## src/rtl/serial_sub_pkg.sv

```systemverilog
// Shared types and defaults for the bit-serial subtractor.
package serial_sub_pkg;

  // Default operand/result width.
  localparam int unsigned DEFAULT_WIDTH = 8;

  // Sequencer states.
  typedef enum logic [1:0] {
    IDLE = 2'd0,
    RUN  = 2'd1,
    DONE = 2'd2
  } state_e;

endpackage : serial_sub_pkg

```

## src/rtl/serial_subtractor_if.sv

```systemverilog
// Start/busy/done handshake and operand/result bus of the serial subtractor.
interface serial_subtractor_if #(
  parameter int unsigned WIDTH = serial_sub_pkg::DEFAULT_WIDTH
);
  logic             start;
  logic [WIDTH-1:0] x1;
  logic [WIDTH-1:0] x2;
  logic             bin;
  logic [WIDTH-1:0] y;
  logic             bout;
  logic             ovf;
  logic             busy;
  logic             done;

  // Requester side: issues operands, observes results.
  modport master (
    output start, x1, x2, bin,
    input  y, bout, ovf, busy, done
  );

  // Subtractor side.
  modport slave (
    input  start, x1, x2, bin,
    output y, bout, ovf, busy, done
  );
endinterface : serial_subtractor_if

```

## src/rtl/serial_subtractor_full_adder_1b.sv

```systemverilog
// One-bit full-adder cell, the same cell the ripple-carry adder is built from.
module full_adder_1b (
  input  logic a,
  input  logic b,
  input  logic cin,
  output logic s,
  output logic cout
);

  // Sum and carry of three input bits.
  always_comb begin
    s    = a ^ b ^ cin;
    cout = (a & b) | (cin & (a ^ b));
  end

endmodule : full_adder_1b

```

## src/rtl/serial_subtractor.sv

```systemverilog
// Bit-serial two's-complement subtractor: y = x1 - x2 - bin, LSB first,
// computed as x1 + ~x2 + ~bin through a single full-adder cell.
module serial_subtractor
  import serial_sub_pkg::*;
#(
  parameter int unsigned WIDTH = DEFAULT_WIDTH
) (
  input  logic                 clk,
  input  logic                 rst_n,
  serial_subtractor_if.slave   bus
);

  localparam int unsigned CNT_W = $clog2(WIDTH);

  state_e             state_q, state_d;
  logic [CNT_W-1:0]   cnt_q, cnt_d;
  // a_q shifts x1 right; the freed MSB positions collect the difference bits,
  // so the same register doubles as the result shift register.
  logic [WIDTH-1:0]   a_q, a_d;
  logic [WIDTH-1:0]   b_q, b_d;
  logic               carry_q, carry_d;
  logic [WIDTH-1:0]   y_q, y_d;
  logic               bout_q, bout_d;
  logic               ovf_q, ovf_d;
  logic               busy_q, busy_d;
  logic               done_q, done_d;

  logic               sum_s;
  logic               cout_s;
  logic               last_s;

  full_adder_1b u_fa (
    .a    (a_q[0]),
    .b    (~b_q[0]),
    .cin  (carry_q),
    .s    (sum_s),
    .cout (cout_s)
  );

  assign last_s = (cnt_q == CNT_W'(WIDTH - 1));

  // Next-state and datapath update for the IDLE/RUN/DONE sequencer.
  always_comb begin
    state_d = state_q;
    cnt_d   = cnt_q;
    a_d     = a_q;
    b_d     = b_q;
    carry_d = carry_q;
    y_d     = y_q;
    bout_d  = bout_q;
    ovf_d   = ovf_q;
    busy_d  = 1'b0;
    done_d  = 1'b0;
    case (state_q)
      IDLE, DONE: begin
        if (bus.start) begin
          state_d = RUN;
          cnt_d   = {CNT_W{1'b0}};
          a_d     = bus.x1;
          b_d     = bus.x2;
          carry_d = ~bus.bin;
          busy_d  = 1'b1;
        end else begin
          state_d = IDLE;
        end
      end
      RUN: begin
        a_d     = {sum_s, a_q[WIDTH-1:1]};
        b_d     = {1'b0, b_q[WIDTH-1:1]};
        carry_d = cout_s;
        cnt_d   = cnt_q + CNT_W'(1);
        if (last_s) begin
          // Final bit: a_q[0]/b_q[0] hold the operand MSBs, sum_s is y's MSB.
          state_d = DONE;
          cnt_d   = {CNT_W{1'b0}};
          y_d     = {sum_s, a_q[WIDTH-1:1]};
          bout_d  = ~cout_s;
          ovf_d   = (a_q[0] != b_q[0]) && (sum_s != a_q[0]);
          done_d  = 1'b1;
        end else begin
          busy_d  = 1'b1;
        end
      end
      default: begin
        state_d = IDLE;
      end
    endcase
  end

  // State and output registers with synchronous active-low reset.
  always_ff @(posedge clk) begin
    if (!rst_n) begin
      state_q <= IDLE;
      cnt_q   <= {CNT_W{1'b0}};
      a_q     <= {WIDTH{1'b0}};
      b_q     <= {WIDTH{1'b0}};
      carry_q <= 1'b0;
      y_q     <= {WIDTH{1'b0}};
      bout_q  <= 1'b0;
      ovf_q   <= 1'b0;
      busy_q  <= 1'b0;
      done_q  <= 1'b0;
    end else begin
      state_q <= state_d;
      cnt_q   <= cnt_d;
      a_q     <= a_d;
      b_q     <= b_d;
      carry_q <= carry_d;
      y_q     <= y_d;
      bout_q  <= bout_d;
      ovf_q   <= ovf_d;
      busy_q  <= busy_d;
      done_q  <= done_d;
    end
  end

  assign bus.y    = y_q;
  assign bus.bout = bout_q;
  assign bus.ovf  = ovf_q;
  assign bus.busy = busy_q;
  assign bus.done = done_q;

endmodule : serial_subtractor

```

## src/flat_wrapper.sv

```systemverilog
// flat-port wrapper written by rule: the top's interface ports become plain ports
module serial_subtractor_flat import serial_sub_pkg::*;
#(
  parameter int unsigned WIDTH = DEFAULT_WIDTH
)
  (clk, rst_n, bus_start, bus_x1, bus_x2, bus_bin, bus_y, bus_bout, bus_ovf, bus_busy, bus_done);
  serial_subtractor_if #(.WIDTH(WIDTH)) bus_i ();
  input  logic clk;
  input  logic rst_n;
  input wire logic [$bits(bus_i.start)-1:0] bus_start;
  input wire logic [$bits(bus_i.x1)-1:0] bus_x1;
  input wire logic [$bits(bus_i.x2)-1:0] bus_x2;
  input wire logic [$bits(bus_i.bin)-1:0] bus_bin;
  output wire logic [$bits(bus_i.y)-1:0] bus_y;
  output wire logic [$bits(bus_i.bout)-1:0] bus_bout;
  output wire logic [$bits(bus_i.ovf)-1:0] bus_ovf;
  output wire logic [$bits(bus_i.busy)-1:0] bus_busy;
  output wire logic [$bits(bus_i.done)-1:0] bus_done;
  assign bus_i.start = bus_start;
  assign bus_i.x1 = bus_x1;
  assign bus_i.x2 = bus_x2;
  assign bus_i.bin = bus_bin;
  assign bus_y = bus_i.y;
  assign bus_bout = bus_i.bout;
  assign bus_ovf = bus_i.ovf;
  assign bus_busy = bus_i.busy;
  assign bus_done = bus_i.done;
  serial_subtractor #(.WIDTH(WIDTH)) u_core (.clk(clk), .rst_n(rst_n), .bus(bus_i));
endmodule
```

## config.mk

```make
export PLATFORM = sky130hd
export DESIGN_NAME = serial_subtractor_flat
export DESIGN_NICKNAME = d
export VERILOG_FILES = /design/src/rtl/serial_sub_pkg.sv /design/src/rtl/serial_subtractor_if.sv /design/src/rtl/serial_subtractor_full_adder_1b.sv /design/src/rtl/serial_subtractor.sv /design/src/flat_wrapper.sv
export SDC_FILE = /design/constraint.sdc
export NUM_CORES = 1
export LEC_CHECK = 0
export CAP_MARGIN = 10
export CORE_MARGIN = 8
export CORE_UTILIZATION = 40
export DETAILED_ROUTE_END_ITERATION = 8
export HOLD_SLACK_MARGIN = 0.06
export PLACE_DENSITY = 0.77
export SETUP_SLACK_MARGIN = 0.2
export SYNTH_ARGS = -nofsm -noshare
export SYNTH_HDL_FRONTEND = slang
export SYNTH_SLANG_ARGS = --single-unit
```

## constraint.sdc

```tcl
create_clock -name clk -period 3 [get_ports clk]
set_input_delay 0.3 -clock clk [delete_from_list [all_inputs] [get_ports clk]]
set_output_delay 0.3 -clock clk [all_outputs]
set_load 0.05 [all_outputs]
```

* After elaboration in Yosys (flattened, before gate mapping) *
Cells that the tools add are included.

storage, ports and cells
  word-level logic and storage cells = 49
  flip-flop bits (word level) = 34
  bits of input ports = 20

operators by class
  multiplexer cells = 16
  eq/ne operators = 7
  reduce and logical (&&, ||, !) cells = 7
  $add $sub $neg = 1
  bitwise logic cells = 8

operator list
  kind                                                   number
  case mux 8 bit (2 select lines)                        2
  two-way mux 8 bit                                      2
  two-way mux 3 bit                                      2
  case mux 3 bit (2 select lines)                        1
  AND reduction 2 bit                                    3
  two-way mux 1 bit                                      5
  case mux 1 bit (2 select lines)                        2
  case mux 2 bit (2 select lines)                        1
  adder 3 x 1 -> 3 bit, second input constant            1
  == test 3 bit, second input constant                   1
  inverter 1 bit                                         3
  bitwise AND 1 bit                                      2
  == test 2 x 1 -> 1 bit, second input constant          1
  == test 2 bit, second input constant                   1
  zero test 2 bit                                        1
  two-way mux 2 bit                                      1
  inequality test 1 bit                                  2
  inequality test 2 x 1 -> 1 bit, second input constant  1
  inequality test 2 bit, second input constant           1
  nonzero test 2 bit                                     1
  OR reduction 2 bit                                     1
  bitwise XOR 1 bit                                      2
  logical AND 1 bit                                      1
  bitwise OR 1 bit                                       1

* Depth between registers and ports, before layout *
  word-level depth = 5
  gate-level depth with buffers = 6
  mapped depth without buffers = 5

* Modules after synthesis *
Synthesis repeated with hierarchy kept, for this count alone.

unflattened totals
  cell total of the unflattened synthesis = 152
  area total of the unflattened synthesis = 1400.1 um^2

by module, submodules not included
  module             area an instance (um^2)  instances  cells an instance
  serial_subtractor  1380.1                   1          151
  full_adder_1b      20.0                     1          1

* Worst setup path after synthesis *
Ideal clock, no wire load.

  kind = flip-flop to flip-flop
  from = register u_core.a_q[0]
  to = register u_core.ovf_q, in the netlist u_core.bus.ovf
  setup slack = 1641 ps
  data arrival time = 1263 ps
  period minus slack after synthesis = 1359 ps
  library setup time = 96 ps
  cell stages (with the launch flop) = 5
  path buffers = 0
  cells stage by stage = dfxtp_1 -> inv_1 -> fa_1 -> xor2_1 -> o41ai_2

between the ends
  cells in the longest elaborated chain, start to end = 4
  elaborated cells between the ends (all ways) = 5

RTL lines
  what                             RTL line                               RTL
  start: declaration               serial_subtractor.sv:19                logic [WIDTH-1:0] a_q, a_d;
  start signal: assignment         serial_subtractor.sv:95                a_q <= {WIDTH{1'b0}};
  bitwise XOR 1 bit (2 in series)  serial_subtractor_full_adder_1b.sv:12  s = a ^ b ^ cin;
  inequality test 1 bit            serial_subtractor.sv:78                ovf_d = (a_q[0] != b_q[0]) && (sum_s != a_q[0]);
  logical AND 1 bit (*)            serial_subtractor.sv:78
  end signal: assignment           serial_subtractor.sv:111               ovf_q <= ovf_d;
  end: declaration                 serial_subtractor.sv:24                logic ovf_q, ovf_d;

Mark *: on every way between the ends. The rest lies on a longest branch, timed or not.
A chain may end at the register's enable or synchronous reset.

* Final worst setup path *
  from = register u_core.ovf_q, in the netlist u_core.bus.ovf
  to = output port bus_ovf

RTL lines
  what              RTL line            RTL
  end: declaration  flat_wrapper.sv:16  output wire logic [$bits(bus_i.ovf)-1:0] bus_ovf;

No word-level cell between the ends.

==> flow_metrics.env <==
export IMPL_cts_htree_levels=2
export IMPL_routed_wirelength_um=3020
export IMPL_drc=0
export IMPL_reg2reg_setup_slack_ps=1370
export IMPL_finish_instance_area_um2=1730
export IMPL_cts_sink_count=34
export IMPL_tritoncts_clock_tree="built"
export IMPL_path_buf_inv=1
export IMPL_switching_power_uw=237
export IMPL_setup_worst_path_end_class="output pin"
export IMPL_cell_area_after_placement_um2=1690
export IMPL_comb_pwr_share_pct=16.1
export IMPL_yosysMostFrequentCell="dfxtp_1"
export IMPL_initial_utilization_pct=41.9
export IMPL_clk_latency_ps=330
export IMPL_groute_usage_overall_pct=11.6
export IMPL_worstPathArrival_ps=1490
export IMPL_critPathSlowestCell="clkdlybuf4s50_1"
export IMPL_remaining_number_of_nets_flagged_by_the_antenna_check_after_routing=0
export IMPL_synth_lib_cells_used_distinct=33
export IMPL_post_cts_resized=0
export IMPL_viasPerCell=5.13
export IMPL_cts_buffers=5
export IMPL_ys_seq_elements=34
export IMPL_synth_area_leader_cell="dfxtp_1"
export IMPL_antenna_found_initial=0
export IMPL_critical_path_startpoint_type="flop"
export IMPL_max_slew_margin_rel_pct=40.1
export IMPL_vdd_ir_drop_max_v=0.000238
export IMPL_timing_final_setup_violations=0
export IMPL_synth_flop_cell="dfxtp_1"
export IMPL_final_nets=206
export IMPL_globalplace_congestion=0.764
export IMPL_synthesized_nets=180
export IMPL_ys_seq_area_share_pct=48.3
export IMPL_worst_hold_path_type="reg2reg"
export IMPL_crit_path_max_incr_delay_ps=800
export IMPL_cts_root_buffer="clkbuf_4"
export IMPL_post_route_cells_drive_above_1_share_pct=7.14
export IMPL_grt_max_degree=30
export IMPL_outcome="finished, final reports clean"
export IMPL_fin_tns_setup_ps=0
export IMPL_power_share_switching_pct=27.3
export IMPL_grt_first_pass_wirelength_um=5120
export IMPL_async_flop_share_pct=0
export IMPL_worst_path_max_fanout=2
export IMPL_detail_route_first_pass_iterations=4
export IMPL_final_max_slew_viol_count=0
export IMPL_worst_clock_skew_ps=13.1
export IMPL_ioPinCount=32
export IMPL_period_needed_ps=1790
export IMPL_synth_area_um2=1410
export IMPL_cell_internal_pwr_uw=631
export IMPL_cts_clk_slew_worst_paths_ps=110
export IMPL_layout_area_overhead_vs_synth_pct=23.0
export IMPL_standard_cell_rows=21
export IMPL_fmax_mhz=559
export IMPL_drt_iter0_markers=106
export IMPL_synth_common_cells="dfxtp_1 (34), nand2_1 (22), nor3_1 (21)"
export IMPL_filler_cell_count=341
export IMPL_cellPowerDensity_nw_per_um2=501
export IMPL_synth_top_cells_by_area="dfxtp_1 (48%), nor3_1 (7.5%), nand2_1 (5.9%)"
export IMPL_max_clock_path_buffers=2
export IMPL_buffer_ports_inserted=31
export IMPL_path_delay_family="buffers and inverters"
export IMPL_power_frac_seq_pct=57.3
export IMPL_die_outline_area_um2=5680
export IMPL_ctsHoldBuffers=0
export IMPL_drv_max_cap_violation_count=0
export IMPL_fin_hold_ws_ps=458
export IMPL_total_leakage_power_nw=0.623
export IMPL_worstMarginPinSlew_ps=898
export IMPL_ys_warn_count=0
export IMPL_worstPathRequired_ps=2700
export IMPL_routed_via_count=1170
export IMPL_floorplan_core_area_um2=3360
export IMPL_synth_edff_count=0
export IMPL_fp_dieW_um=75.3
export IMPL_crit_chain="clkdlybuf4s50_1"
export IMPL_rsz0062_at_grt="false"
export IMPL_postCtsSetupBuffers=0
export IMPL_netlist_area_leader_share_pct=48.3
export IMPL_gr_total_overflow=0
export IMPL_dpl_hpwl_um=2180
export IMPL_period_share_pct=59.6
export IMPL_postSynthCellCount=156
export IMPL_report_final_hold_viol_count=0
export IMPL_die_height_um=75.3
export IMPL_first_global_vias=1194
export IMPL_detail_route_wl_per_cell_um=13.2
export IMPL_path_class="reg2out"
export IMPL_power_frac_clock_pct=26.5
export IMPL_diodes=0
export IMPL_syn_avg_cell_area_um2=9.03
[cell usage in the layout, fill, tap and decap left out, drive strengths merged]
master,Yosys,final
a211oi,1,1
a21oi,13,13
a2bb2oi,1,1
a31oi,4,4
and2b,1,1
and3b,1,1
buf,11,1
clkbuf,2,5
clkdlybuf4s50,0,31
clkinv,0,2
dfxtp,34,34
fa,1,1
ha,3,3
inv,4,4
nand2,22,22
nand2b,2,2
nand3,4,4
nand3b,1,1
nor2,8,8
nor2b,1,1
nor3,21,21
nor4b,1,1
nor4bb,1,1
o21a,2,2
o21ai,2,2
o221ai,2,2
o22ai,11,11
o41ai,1,1
xor2,1,1
[metal layers]
| layer | track usage [%] | wire [um] | share of wire [%] | vias to the layer above |
|---|---|---|---|---|
| met3 | 3.29 | 205 | 6.8 | 7 |
| met4 | 6.40 | 60 | 2.0 | 0 |
| li1 | - | - | - | 600 |
| met2 | 20.2 | 1460 | 49 | 30 |
| met1 | 12.4 | 1290 | 43 | 533 |
| met5 | 0 | 0 | 0 | - |
[area by class of cell]
cell class | instances | area [um2] | share of cell area (%)
Sequential cell | 34 | 681 | 39.3
Multi-Input combinational cell | 105 | 614 | 35.5
Timing Repair Buffer | 32 | 318 | 18.3
Tap cell | 46 | 57.6 | 3.32
Clock buffer | 5 | 37.5 | 2.17
Inverter | 4 | 15.0 | 0.866
Clock inverter | 2 | 10.0 | 0.578
[registers in the layout (all words and copies together) (netlist names), 2 cells and up]
signal / cells
u_core.state_q: 2
u_core.bus.y: 8
u_core.cnt_q: 3
u_core.a_q: 8
u_core.b_q: 8
[worst reg2reg max path, delay by kind of cell, from the launching register on]
family / cells / cell delay, ps
adder cells (fa/ha/maj): 2 / 400
flip-flops: 1 / 370
AO/OA/AOI/OAI: 1 / 400
AND/OR/NAND/NOR: 1 / 390
[worst paths after layout]
path	cells after the start	from	endpoint
hold reg to reg	2	u_core.bus.y[5]$_SDFFE_PN0P_	u_core.bus.y[5]$_SDFFE_PN0P_
hold / removal	2	u_core.bus.y[5]$_SDFFE_PN0P_	u_core.bus.y[5]$_SDFFE_PN0P_
setup reg to reg	4	u_core.cnt_q[0]$_SDFFE_PN0P_	u_core.bus.ovf$_SDFFE_PN0P_
setup / recovery	1	u_core.bus.ovf$_SDFFE_PN0P_	bus_ovf
[through the flow]
stage | power (mW) | util, % | setup WS (ps) | cells
after global placement | 0.641 | 50.1 | 1130 | 221
after floorplan | 0.610 | - | 1640 | 156
after global routing | 0.910 | 51.5 | 1160 | 228
after CTS | 0.872 | 51.5 | 1190 | 228
after detailed placement | 0.647 | 50.1 | 1100 | 221
final | 0.867 | 51.5 | 1210 | 228
[cell families after synthesis]
kind of cell               Yosys count  share of synthesized area (%)
AOI/OAI and AO/OA                   37                           17.1
DFF                                 34                           48.3
xor gates and xnor gates             1                          0.622
buffers and inverters               17                           8.08
and+or+nand+nor                     63                           21.8
adders and majority gates            4                           4.09
[power groups by stage]
| stage | clock [mW] | sequential [mW] | combinational (mW) |
|---|---|---|---|
| finish | 0.230 | 0.497 | 0.140 |
| floorplan | 0 | 0.506 | 0.104 |
| global route | 0.254 | 0.500 | 0.156 |
| CTS | 0.235 | 0.497 | 0.140 |
| detailed placement | 0 | 0.507 | 0.140 |
| global placement | 0 | 0.506 | 0.136 |
Power figures use the tool's default switching activity.
